File: src/rtl/rx_framer_pkg.sv
// Shared types for the receive nibble framer:
// FSM states, end-of-frame status codes, preamble/SFD nibbles.
package rx_framer_pkg;

  typedef enum logic [2:0] {
    IDLE,
    PREAMBLE,
    DATA_LO,
    DATA_HI,
    DROP,
    RELOCK
  } state_e;

  localparam logic [2:0] ERR_OK    = 3'd0;
  localparam logic [2:0] ERR_RXER  = 3'd1;
  localparam logic [2:0] ERR_ODD   = 3'd2;
  localparam logic [2:0] ERR_LONG  = 3'd3;
  localparam logic [2:0] ERR_RUNT  = 3'd4;
  localparam logic [2:0] ERR_PHASE = 3'd5;

  localparam logic [3:0] NIB_PRE = 4'h5;
  localparam logic [3:0] NIB_SFD = 4'hD;

  function automatic logic [15:0] sat_inc16(
    input logic [15:0] v
  );
    return (v == 16'hFFFF) ? v : v + 16'd1;
  endfunction

endpackage

File: src/rtl/rx_nibble_framer_if.sv
// Nibble-in / byte-out bundle between the resync
// path and the receive framer.
interface rx_nibble_framer_if;
  logic       in_en;
  logic [4:0] in_d;
  logic       in_ph_err;
  logic       relock;
  logic       out_valid;
  logic [7:0] out_data;
  logic       out_sof;
  logic       out_eof;
  logic [2:0] out_err;
  logic       busy;

  modport master (
    output in_en, in_d, in_ph_err,
    input  relock, out_valid, out_data,
    input  out_sof, out_eof, out_err, busy
  );

  modport slave (
    input  in_en, in_d, in_ph_err,
    output relock, out_valid, out_data,
    output out_sof, out_eof, out_err, busy
  );
endinterface

File: src/rtl/rx_nibble_packer.sv
// Low-nibble latch, output byte register, sof flag
// and saturating 11-bit frame byte counter.
module rx_nibble_packer (
  input  logic        clk,
  input  logic        rst,
  input  logic        clr,
  input  logic        ld_lo,
  input  logic        emit,
  input  logic [3:0]  nib,
  output logic [7:0]  data,
  output logic        valid,
  output logic        sof,
  output logic [10:0] byte_cnt
);
  logic [3:0]  lo_q, lo_d;
  logic [7:0]  data_q, data_d;
  logic        valid_q, valid_d;
  logic        sof_q, sof_d;
  logic [10:0] cnt_q, cnt_d;

  always_comb begin
    lo_d    = lo_q;
    data_d  = data_q;
    valid_d = 1'b0;
    sof_d   = 1'b0;
    cnt_d   = cnt_q;
    if (clr) cnt_d = '0;
    if (ld_lo) lo_d = nib;
    if (emit) begin
      data_d  = {nib, lo_q};
      valid_d = 1'b1;
      sof_d   = (cnt_q == '0);
      if (cnt_q != '1) cnt_d = cnt_q + 11'd1;
    end
  end

  always_ff @(posedge clk or posedge rst) begin
    if (rst) begin
      lo_q    <= '0;
      data_q  <= '0;
      valid_q <= 1'b0;
      sof_q   <= 1'b0;
      cnt_q   <= '0;
    end else begin
      lo_q    <= lo_d;
      data_q  <= data_d;
      valid_q <= valid_d;
      sof_q   <= sof_d;
      cnt_q   <= cnt_d;
    end
  end

  assign data     = data_q;
  assign valid    = valid_q;
  assign sof      = sof_q;
  assign byte_cnt = cnt_q;
endmodule

File: src/rtl/rx_nibble_framer.sv
// Receive frame sequencer: preamble hunt, byte packing, eof status, relock.
// FRAMER_STATS_EN adds saturating ok/err/relock counters.
module rx_nibble_framer
  import rx_framer_pkg::*;
#(
  parameter int MAX_LEN    = 1518,
  parameter int MIN_LEN    = 64,
  parameter int PRE_MIN    = 6,
  parameter int RELOCK_CYC = 8
) (
  input  logic clk,
  input  logic rst,
  rx_nibble_framer_if.slave io
`ifdef FRAMER_STATS_EN
  ,
  output logic [15:0] stat_ok,
  output logic [15:0] stat_err,
  output logic [15:0] stat_relock
`endif
);
  localparam int RLW =
    (RELOCK_CYC > 1) ? $clog2(RELOCK_CYC) : 1;

  state_e         state_q, state_d;
  logic [3:0]     pre_q, pre_d;
  logic           sticky_q, sticky_d;
  logic [RLW-1:0] rl_q, rl_d;
  logic           relock_q, relock_d;
  logic           eof_q, eof_d;
  logic [2:0]     err_q, err_d;

  logic        clr, ld_lo, emit;
  logic [10:0] byte_cnt;
  logic [3:0]  nib;
  logic        er;

  assign nib = io.in_d[3:0];
  assign er  = io.in_d[4];

  rx_nibble_packer u_packer (
    .clk      (clk),
    .rst      (rst),
    .clr      (clr),
    .ld_lo    (ld_lo),
    .emit     (emit),
    .nib      (nib),
    .data     (io.out_data),
    .valid    (io.out_valid),
    .sof      (io.out_sof),
    .byte_cnt (byte_cnt)
  );

  always_comb begin
    state_d  = state_q;
    pre_d    = pre_q;
    sticky_d = sticky_q;
    rl_d     = rl_q;
    relock_d = relock_q;
    eof_d    = 1'b0;
    err_d    = ERR_OK;
    clr      = 1'b0;
    ld_lo    = 1'b0;
    emit     = 1'b0;
    // Phase overflow overrides everything, including a frame end.
    if (io.in_ph_err) begin
      if (state_q == DATA_LO || state_q == DATA_HI) begin
        eof_d = 1'b1;
        err_d = ERR_PHASE;
      end
      state_d  = RELOCK;
      relock_d = 1'b1;
      rl_d     = RLW'(RELOCK_CYC - 1);
    end else begin
      unique case (state_q)
        IDLE: begin
          if (io.in_en) begin
            if (nib == NIB_PRE) begin
              state_d = PREAMBLE;
              pre_d   = 4'd1;
            end else begin
              state_d = DROP;
            end
          end
        end
        PREAMBLE: begin
          if (!io.in_en) begin
            state_d = IDLE;
          end else if (nib == NIB_PRE) begin
            if (pre_q != 4'hF) pre_d = pre_q + 4'd1;
          end else if (nib == NIB_SFD &&
                       int'(pre_q) >= PRE_MIN) begin
            state_d  = DATA_LO;
            sticky_d = 1'b0;
            clr      = 1'b1;
          end else begin
            state_d = DROP;
          end
        end
        DATA_LO: begin
          if (!io.in_en) begin
            eof_d   = 1'b1;
            state_d = IDLE;
            if (sticky_q)
              err_d = ERR_RXER;
            else if (int'(byte_cnt) < MIN_LEN)
              err_d = ERR_RUNT;
          end else begin
            ld_lo    = 1'b1;
            sticky_d = sticky_q | er;
            state_d  = DATA_HI;
          end
        end
        DATA_HI: begin
          if (!io.in_en) begin
            eof_d   = 1'b1;
            err_d   = ERR_ODD;
            state_d = IDLE;
          end else if (int'(byte_cnt) >= MAX_LEN) begin
            eof_d   = 1'b1;
            err_d   = ERR_LONG;
            state_d = DROP;
          end else begin
            emit     = 1'b1;
            sticky_d = sticky_q | er;
            state_d  = DATA_LO;
          end
        end
        DROP: begin
          if (!io.in_en) state_d = IDLE;
        end
        RELOCK: begin
          if (rl_q != '0) rl_d = rl_q - 1'b1;
          else relock_d = 1'b0;
          if (!relock_q && !io.in_en) state_d = IDLE;
        end
        default: state_d = IDLE;
      endcase
    end
  end

  always_ff @(posedge clk or posedge rst) begin
    if (rst) begin
      state_q  <= IDLE;
      pre_q    <= '0;
      sticky_q <= 1'b0;
      rl_q     <= '0;
      relock_q <= 1'b0;
      eof_q    <= 1'b0;
      err_q    <= ERR_OK;
    end else begin
      state_q  <= state_d;
      pre_q    <= pre_d;
      sticky_q <= sticky_d;
      rl_q     <= rl_d;
      relock_q <= relock_d;
      eof_q    <= eof_d;
      err_q    <= err_d;
    end
  end

  assign io.relock  = relock_q;
  assign io.out_eof = eof_q;
  assign io.out_err = err_q;
  assign io.busy    = (state_q != IDLE);

`ifdef FRAMER_STATS_EN
  logic [15:0] ok_q, ok_d;
  logic [15:0] bad_q, bad_d;
  logic [15:0] rlc_q, rlc_d;

  always_comb begin
    ok_d  = ok_q;
    bad_d = bad_q;
    rlc_d = rlc_q;
    if (eof_d && err_d == ERR_OK) ok_d = sat_inc16(ok_q);
    if (eof_d && err_d != ERR_OK) bad_d = sat_inc16(bad_q);
    if (io.in_ph_err && state_q != RELOCK)
      rlc_d = sat_inc16(rlc_q);
  end

  always_ff @(posedge clk or posedge rst) begin
    if (rst) begin
      ok_q  <= '0;
      bad_q <= '0;
      rlc_q <= '0;
    end else begin
      ok_q  <= ok_d;
      bad_q <= bad_d;
      rlc_q <= rlc_d;
    end
  end

  assign stat_ok     = ok_q;
  assign stat_err    = bad_q;
  assign stat_relock = rlc_q;
`endif
endmodule
File: src/flat_wrapper.sv
// flat-port wrapper written by rule: the top's interface ports become plain ports
module rx_nibble_framer_flat import rx_framer_pkg::*;
#(
  parameter int MAX_LEN    = 1518,
  parameter int MIN_LEN    = 64,
  parameter int PRE_MIN    = 6,
  parameter int RELOCK_CYC = 8
)
  (clk, rst, io_in_en, io_in_d, io_in_ph_err, io_relock, io_out_valid, io_out_data, io_out_sof, io_out_eof, io_out_err, io_busy);
  rx_nibble_framer_if io_i ();
  input  logic clk;
  input  logic rst;
  input wire logic [$bits(io_i.in_en)-1:0] io_in_en;
  input wire logic [$bits(io_i.in_d)-1:0] io_in_d;
  input wire logic [$bits(io_i.in_ph_err)-1:0] io_in_ph_err;
  output wire logic [$bits(io_i.relock)-1:0] io_relock;
  output wire logic [$bits(io_i.out_valid)-1:0] io_out_valid;
  output wire logic [$bits(io_i.out_data)-1:0] io_out_data;
  output wire logic [$bits(io_i.out_sof)-1:0] io_out_sof;
  output wire logic [$bits(io_i.out_eof)-1:0] io_out_eof;
  output wire logic [$bits(io_i.out_err)-1:0] io_out_err;
  output wire logic [$bits(io_i.busy)-1:0] io_busy;
  assign io_i.in_en = io_in_en;
  assign io_i.in_d = io_in_d;
  assign io_i.in_ph_err = io_in_ph_err;
  assign io_relock = io_i.relock;
  assign io_out_valid = io_i.out_valid;
  assign io_out_data = io_i.out_data;
  assign io_out_sof = io_i.out_sof;
  assign io_out_eof = io_i.out_eof;
  assign io_out_err = io_i.out_err;
  assign io_busy = io_i.busy;
  rx_nibble_framer #(.MAX_LEN(MAX_LEN), .MIN_LEN(MIN_LEN), .PRE_MIN(PRE_MIN), .RELOCK_CYC(RELOCK_CYC)) u_core (.clk(clk), .rst(rst), .io(io_i));
endmodule
File: config.mk
export PLATFORM = sky130hd
export DESIGN_NAME = rx_nibble_framer_flat
export DESIGN_NICKNAME = d
export VERILOG_FILES = /design/src/rtl/rx_framer_pkg.sv /design/src/rtl/rx_nibble_framer_if.sv /design/src/rtl/rx_nibble_packer.sv /design/src/rtl/rx_nibble_framer.sv /design/src/flat_wrapper.sv
export SDC_FILE = /design/constraint.sdc
export NUM_CORES = 1
export LEC_CHECK = 0
export ABC_AREA = 0
export ABC_CLOCK_PERIOD_IN_PS = 2350
export BUFFER_PORTS_ARGS = -buffer_cell sky130_fd_sc_hd__buf_2
export CAP_MARGIN = 20
export CORE_ASPECT_RATIO = 0.9
export CORE_MARGIN = 3
export CORE_UTILIZATION = 58
export CTS_CLUSTER_SIZE = 24
export DETAILED_ROUTE_END_ITERATION = 8
export HOLD_SLACK_MARGIN = 0.02
export PLACE_DENSITY = 0.79
export SYNTH_ARGS = -nofsm -noshare
export SYNTH_HDL_FRONTEND = slang
export SYNTH_SLANG_ARGS = --single-unit
File: constraint.sdc
create_clock -name clk -period 2.35 [get_ports clk]
set_input_delay 0.5875 -clock clk [delete_from_list [all_inputs] [get_ports clk]]
set_output_delay 0.5875 -clock clk [all_outputs]
set_load 0.01 [all_outputs]
==> reports/qor.csv, run 1 <==
stage,metric,value,unit
worst_setup_path,Worst EP arrival,2280,ps
global_routing,M1 GR Usage,0.2754,
synth,Ys Warns,0,
clock_tree,Clock Path Buffers,2,
clock_tree,clock transition at the registers of the reported paths,80,ps
outcome,status,finished clean,
layout,"Core Util, Final",0.6993,
synth,post-synth top area share,0.4686,
synth,Simple-Gate Fraction of Synth Area,0.2029,
job,Max Cap Viol,0,
synth,dominant cell type by area after synthesis,dfrtp_1,
worst_setup_path,Setup CP Type,flop to flop,
timing,hold_ws,401.7,ps
synth,"Net Count, Synth",219,
floorplanning,core area,3503,µm²
power_and_ir_drop,peak supply drop,0.5004,mV
clock_tree,total CTS buffers,5,
timing,Final Cycle Share,0.8932,
timing,setup TNS,0,ps
layout,layout cells sized above 1,0.2271,
timing,Rel. slew slack,0.6513,
synth,Main synth FF type,dfrtp_1,
synth,"count leader, synth",dfrtp_1,
power_and_ir_drop,Pwr Total,0.001496,W
worst_setup_path,CP endpoint kind,flop,
routing,Detailed Route WL,4375,µm
layout,Final Non-Filler Cells,273,
clock_tree,PostCTS Resize Cnt,0,
worst_setup_path,"Req. time, crit path",2530,ps
global_routing,GR Util met3,0.05346,
synth,synthesized area,2190,µm²
timing,Max Freq,476.4,MHz
clock_tree,Hold Buf Count CTS,0,
floorplanning,Die Ht,64.29,µm
synth,largest family of logic cells by synthesized area,simple AND/OR/NAND/NOR gates,
layout,area delta synth->final,11.89,%
floorplanning,Starting Density,0.6250,
layout,# diodes,0,
routing,antenna-violating nets left,0,
routing,initial drt markers,150,
routing,drt first pass iters,4,
synth,XOR/XNOR Fraction of Synth Area,0.01600,
clock_tree,clock latency on the worst-skew pair,290,ps
synth,Post-Syn Instances,203,
synth,top post-synthesis cells by area,"dfrtp_1 47%, mux2_2 5.7%, ha_1 4.0%",
layout,Final nets,244,
layout,fill cell count,270,
routing,Avg WL per Cell,16.03,µm
power_and_ir_drop,PD cells,610.7,nW/µm²
routing,DRC viols,0,
floorplanning,Total Die Area,4549,µm²
clock_tree,total clock sinks,41,
global_routing,first-pass GRT wire length,7507,µm
hold_path,Hold WC Path Type,primary input to asynchronous set/reset pin,
global_routing,GRT Util Overall,0.2100,
synth,#FFs+latches synth,41,
clock_tree,TritonCTS clock tree,yes,
synth,Yosys cell types,54,
routing,routed via count,1669,
clock_tree,htree depth,2,
timing,minimum clock period,2099,ps
timing,RSZ-0062 raised after global routing,false,
timing,final hold violations,0,
global_routing,number of global-route vias before repair,1649,
synth,Commonest cells post-synth,"41 x dfrtp_1, 11 x mux2_2, 11 x nand3_1",
floorplanning,Horiz. Die Dim,70.77,µm
global_routing,largest net degree at the start of global routing,42,
global_routing,GRT Max-Usage Layer,met2,
synth,Synth Area in Adders,0.04000,
floorplanning,num ports,25,
floorplanning,FP Rows,20,
worst_setup_path,"critical path fanouts, max",16,
routing,via/cell ratio,6.114,
global_routing,gr ovfl total,0,
placement,Inst Count DP,265,
synth,Synth async-reset ratio,1.000,
global_routing,initial antenna violation count,0,
synth,Synth Area in Compound Gates,0.1440,
synth,number of flops mapped to enable cells by yosys,0,
worst_setup_path,startpoint types,flop,
placement,placer congestion estimate,0.8878,
global_routing,GR Util met2,0.3287,
clock_tree,post-CTS setup buffer count,0,
timing,final setup vio count,0,
synth,"Seq/Total Area, Yosys",0.4686,
timing,clk_skew,5.996,ps
timing,Slew Limit Fails,0,
placement,Port Buffers,24,
synth,average cell area after synthesis,10.79,µm²
timing,Slew @ Worst Pin,522.5,ps
clock_tree,root buffer cell,clkbuf_8,
synth,post-synthesis mux area share,0.08514,
power_and_ir_drop,static leakage,1.191,nW
placement,DP HPWL,3156,µm
## state kept, by name (all words and copies together), names as in the netlist, 3 cells and up
| name | cells |
|---|---|
| u_core.rl_q | 3 |
| u_core.u_packer.lo_q | 4 |
| u_core.u_packer.byte_cnt | 11 |
| u_core.u_packer.data | 8 |
| u_core.io.out_err | 3 |
| u_core.pre_q | 4 |
| u_core.state_q | 3 |
## power by group
part | leakage, nW | total, W | internal [W] | switching (W)
registers | 0.535 | 0.000753 | 0.000728 | 0.0000247
clock network | 0.0574 | 0.000588 | 0.000345 | 0.000242
logic | 0.598 | 0.000156 | 0.0000674 | 0.0000881
total | 1.19 | 0.00150 | 0.00114 | 0.000355
## cells by family after synthesis
logic type | after synthesis
buffers and inverters | 18
XOR/XNOR | 4
flip-flops | 41
adder cells (fa/ha/maj) | 7
AND/OR/NAND/NOR | 73
AO/OA/AOI/OAI | 43
multiplexers | 17
## cells in the final DEF, fill, tap and decap left out, types with 8 or more instances in the layout
master and instances:
nor2_1 8, mux2_2 11, dfrtp_1 41, nand3_1 11, a21oi_1 9, nand2b_1 8, inv_1 8, nand2_1 9
buf_2 24
## metrics by stage
step | instance area [µm²] | setup WS, ps
floorplan | 2190 | 444.8
global placement | 2330 | 304.0
detailed placement | 2330 | 247.4
CTS | 2450 | 264.1
global route | 2450 | 138.4
finish | 2450 | 250.9
## layer usage
metal  vias up  wire [µm]  share of wire
met3         7        198          0.045
li1        803          -              -
met2        44       2041           0.47
met5         -          0              0
met1       815       2075           0.47
met4         0         59          0.013
## area by class of cell
class / instances / area [µm²] / share of cell area
repair buffers: 28 / 150.1 / 0.06129
inverters: 8 / 30.03 / 0.01226
well taps: 44 / 55.05 / 0.02247
flip-flops and latches: 41 / 1026 / 0.4188
multi-input cells: 144 / 1069 / 0.4362
clock buffers: 6 / 82.58 / 0.03371
clock inverters: 2 / 37.54 / 0.01532
## worst paths after layout
kind | from | end | slack, ps | cells past startpoint
worst max-delay path | u_core.u_packer.byte_cnt[0]$_DFF_PP0_ | u_core.u_packer.data[3]$_DFFE_PP0P_ | 250 | 6
worst min-delay path | rst | u_core.u_packer.data[1]$_DFFE_PP0P_ | 400 | 3
worst max register to register | u_core.u_packer.byte_cnt[0]$_DFF_PP0_ | u_core.u_packer.data[3]$_DFFE_PP0P_ | 250 | 6
worst min register to register | u_core.rl_q[1]$_DFFE_PP0P_ | u_core.rl_q[1]$_DFFE_PP0P_ | 490 | 1
max in group asynchronous | rst | u_core.io.out_err[2]$_DFF_PP0_ | 1590 | 3
min in group clk | u_core.rl_q[1]$_DFFE_PP0P_ | u_core.rl_q[1]$_DFFE_PP0P_ | 490 | 1
## worst max-delay path, stage by stage (launching register included)
cell     delay, ps
dfrtp_1        410
inv_1           80
ha_1           190
o211a_1        240
o211a_1        390
nor2_8         300
mux2_2         370
Note: power is estimated with default switching activity, not from simulation.
==> inputs of run 2 (changes only) <==
==> constraint.sdc (replaced) <==
create_clock -name clk -period 2.35 [get_ports clk]
set_input_delay 0.235 -clock clk [delete_from_list [all_inputs] [get_ports clk]]
set_output_delay 0.235 -clock clk [all_outputs]
set_load 0.01 [all_outputs]
==> run 2 against run 1 <==
Compared with the run above:
- sequential cell count unchanged
- highest routed layer unchanged
- die area unchanged
- largest cell class unchanged
- final cell count down 0.37%
- non-clock buffer count shrank 1
==> reports/qor.csv, run 2 (same netlist as run 1, synthesis figures left out) <==
stage,metric,value,unit,change
outcome,status,finished clean,,
hold_path,Hold WC Path Type,primary input to asynchronous set/reset pin,,
layout,# diodes,0,,unchanged
floorplanning,Starting Density,0.6250,,unchanged
worst_setup_path,"most used cell, CP",o211a_1,,
timing,Slew Limit Fails,0,,unchanged
clock_tree,clock latency on the worst-skew pair,290,ps,about the same
timing,hold_ws,57.96,ps,-343.7 ps
worst_setup_path,Worst EP arrival,2240,ps,-40 ps
clock_tree,post-CTS setup buffer count,0,,unchanged
power_and_ir_drop,peak supply drop,0.4837,mV,-3.3%
floorplanning,FP Rows,20,,unchanged
timing,clk_skew,7.680,ps,+1.684 ps
timing,Max Freq,482.9,MHz,+1.4%
floorplanning,Horiz. Die Dim,70.77,µm,unchanged
clock_tree,Hold Buf Count CTS,0,,unchanged
routing,Detailed Route WL,4250,µm,-2.9%
worst_setup_path,CP cell instances,inv_1 -> ha_1 -> o211a_1 -> o211a_1 -> nor2_8 -> mux2_2,,
routing,via/cell ratio,6.055,,-0.96%
routing,drt first pass iters,4,,unchanged
worst_setup_path,Setup crit end,u_core.u_packer.data[5]$_DFFE_PP0P_,,
worst_setup_path,worst flop-to-flop path startpoint,u_core.u_packer.byte_cnt[0]$_DFF_PP0_,,
power_and_ir_drop,P_int,0.001059,W,-7.2%
layout,layout cells sized above 1,0.2237,,-0.003390
layout,Final nets,243,,-0.41%
layout,area of the multi-input gates,1069,µm²,unchanged
placement,placer congestion estimate,0.8818,,-0.68%
power_and_ir_drop,PD cells,577.9,nW/µm²,-5.4%
global_routing,first-pass GRT wire length,7320,µm,-2.5%
placement,DP HPWL,3022,µm,-4.2%
layout,"Core Util, Final",0.6918,,-0.007500
global_routing,largest net degree at the start of global routing,42,,unchanged
worst_setup_path,CP endpoint kind,flop,,
floorplanning,core area,3503,µm²,unchanged
layout,area delta synth->final,10.69,%,
layout,max reg flops,11,,unchanged
floorplanning,Total Die Area,4549,µm²,unchanged
worst_setup_path,Slowest cell on crit path,dfrtp_1,,
worst_setup_path,"Req. time, crit path",2520,ps,about the same
timing,final hold violations,0,,unchanged
worst_setup_path,R2R depth,6,,unchanged
routing,initial drt markers,131,,-13%
clock_tree,total CTS buffers,5,,unchanged
global_routing,gr ovfl total,0,,unchanged
global_routing,GRT Util Overall,0.2029,,-0.007089
timing,minimum clock period,2071,ps,-28.33 ps
timing,Rel. slew slack,0.6437,,-0.007578
worst_setup_path,startpoint types,flop,,
power_and_ir_drop,Pwr Total,0.001401,W,-6.4%
clock_tree,TritonCTS clock tree,yes,,
routing,DRC viols,0,,unchanged
routing,routed via count,1647,,-1.3%
timing,RSZ-0062 raised after global routing,false,,
worst_setup_path,Crit path depth,6,,unchanged
global_routing,number of global-route vias before repair,1557,,-5.6%
worst_setup_path,worst reg2reg endpoint,u_core.u_packer.data[5]$_DFFE_PP0P_,,
clock_tree,root buffer cell,clkbuf_8,,
clock_tree,Clock Path Buffers,2,,unchanged
layout,"commonest non-fill, non-tap cells in the layout","41 x dfrtp_1, 24 x buf_2, 11 x nand3_1, 11 x mux2_2",,
placement,Area after DPL,2322,µm²,-0.32%
layout,fill cell count,271,,+0.37%
power_and_ir_drop,Seq pwr share,0.538,,+0.035
routing,antenna-violating nets left,0,,unchanged
worst_setup_path,max incr delay on CP,400,ps,about the same
job,Max Cap Viol,0,,unchanged
worst_setup_path,Worst Setup SP,u_core.u_packer.byte_cnt[0]$_DFF_PP0_,,
worst_setup_path,R2R Setup Slk,280,ps,+30 ps
floorplanning,num ports,25,,unchanged
power_and_ir_drop,Sw Share,0.2439,,+0.006478
clock_tree,PostCTS Resize Cnt,0,,unchanged
worst_setup_path,Crit path max-delay family,compound AO/OA/AOI/OAI gates,,
clock_tree,clock transition at the registers of the reported paths,70,ps,about the same
global_routing,initial antenna violation count,0,,unchanged
worst_setup_path,"critical path fanouts, max",16,,unchanged
power_and_ir_drop,static leakage,1.183,nW,-0.62%
placement,Port Buffers,24,,unchanged
clock_tree,htree depth,2,,unchanged
power_and_ir_drop,Logic pwr share,0.106,,+0.002
worst_setup_path,CP Buf/Inv Count,1,,unchanged
timing,setup TNS,0,ps,unchanged
timing,Slew @ Worst Pin,533.9,ps,+11.36 ps
clock_tree,total clock sinks,41,,unchanged
timing,final setup vio count,0,,unchanged
layout,"leading cell type in the layout, fill and taps excluded",dfrtp_1,,
power_and_ir_drop,Psw,0.0003415,W,-3.8%
timing,Final Cycle Share,0.8812,,-0.01206
routing,Avg WL per Cell,15.63,µm,-2.5%
layout,finished layout cell area,2424,µm²,-1.1%
power_and_ir_drop,clock power share,0.356,,-0.037
worst_setup_path,Setup CP Type,flop to flop,,
floorplanning,Die Ht,64.29,µm,unchanged
layout,Reg area,1026,µm²,unchanged
## run 2: cell count changes in the layout (fill, tap and decap cells not counted)
cell,delta
clkinv_2,+1
buf_4,-1
clkbuf_8,+1
clkinvlp_4,-1
bufinv_16,-1
## run 2: routing by layer
metal  share of wire  GRT usage  vias to the layer above  routed length (µm)
li1                -          -                      795                   -
met1            0.48     0.2843                      806                2028
met2            0.47     0.3194                       40                1997
met3           0.043    0.03774                        6                 182
met4          0.0099    0.06338                        0                  42
met5               0          0                        -                   0
## run 2: power by group through the flow
stage	registers, W	clock network, W	logic (W)
after floorplan	0.000754	0	0.000129
final	0.000754	0.000498	0.000148
after detailed placement	0.000767	0	0.000150
after CTS	0.000753	0.000514	0.000151
after global routing	0.000758	0.000548	0.000170
after global placement	0.000766	0	0.000142
## run 2: worst min-delay path by stage
stage / from / end / cells past startpoint / slack, ps
floorplan: io_in_d[0] / u_core.u_packer.lo_q[0]$_DFFE_PP0P_ / 1 / 390
global placement: rst / u_core.u_packer.lo_q[1]$_DFFE_PP0P_ / 3 / 370
detailed placement: rst / u_core.u_packer.data[1]$_DFFE_PP0P_ / 3 / 390
CTS: rst / u_core.state_q[2]$_DFFE_PP0P_ / 3 / 70
global route: rst / u_core.state_q[0]$_DFFE_PP0P_ / 3 / 100
finish: rst / u_core.u_packer.data[1]$_DFFE_PP0P_ / 3 / 60
## run 2: tightest hold or removal path, cell delays in order
cell and delay, ps:
buf_2 90, inv_1 40, buf_4 430
## run 2: per-stage QoR
stage / setup WS [ps] / std cells
after global placement: 371.7 / 264
after floorplan: 444.8 / 203
final: 279.2 / 272
after global routing: 193.9 / 272
after detailed placement: 275.3 / 264
after CTS: 263.3 / 272
## run 2: final cells by class
class / instances / area share
multi-input combinational: 144 / 0.4409
sequential: 41 / 0.4233
timing repair buffer: 27 / 0.05885
clock buffer: 7 / 0.03975
tap: 44 / 0.02272
inverter: 8 / 0.01239
clock inverter: 1 / 0.002065
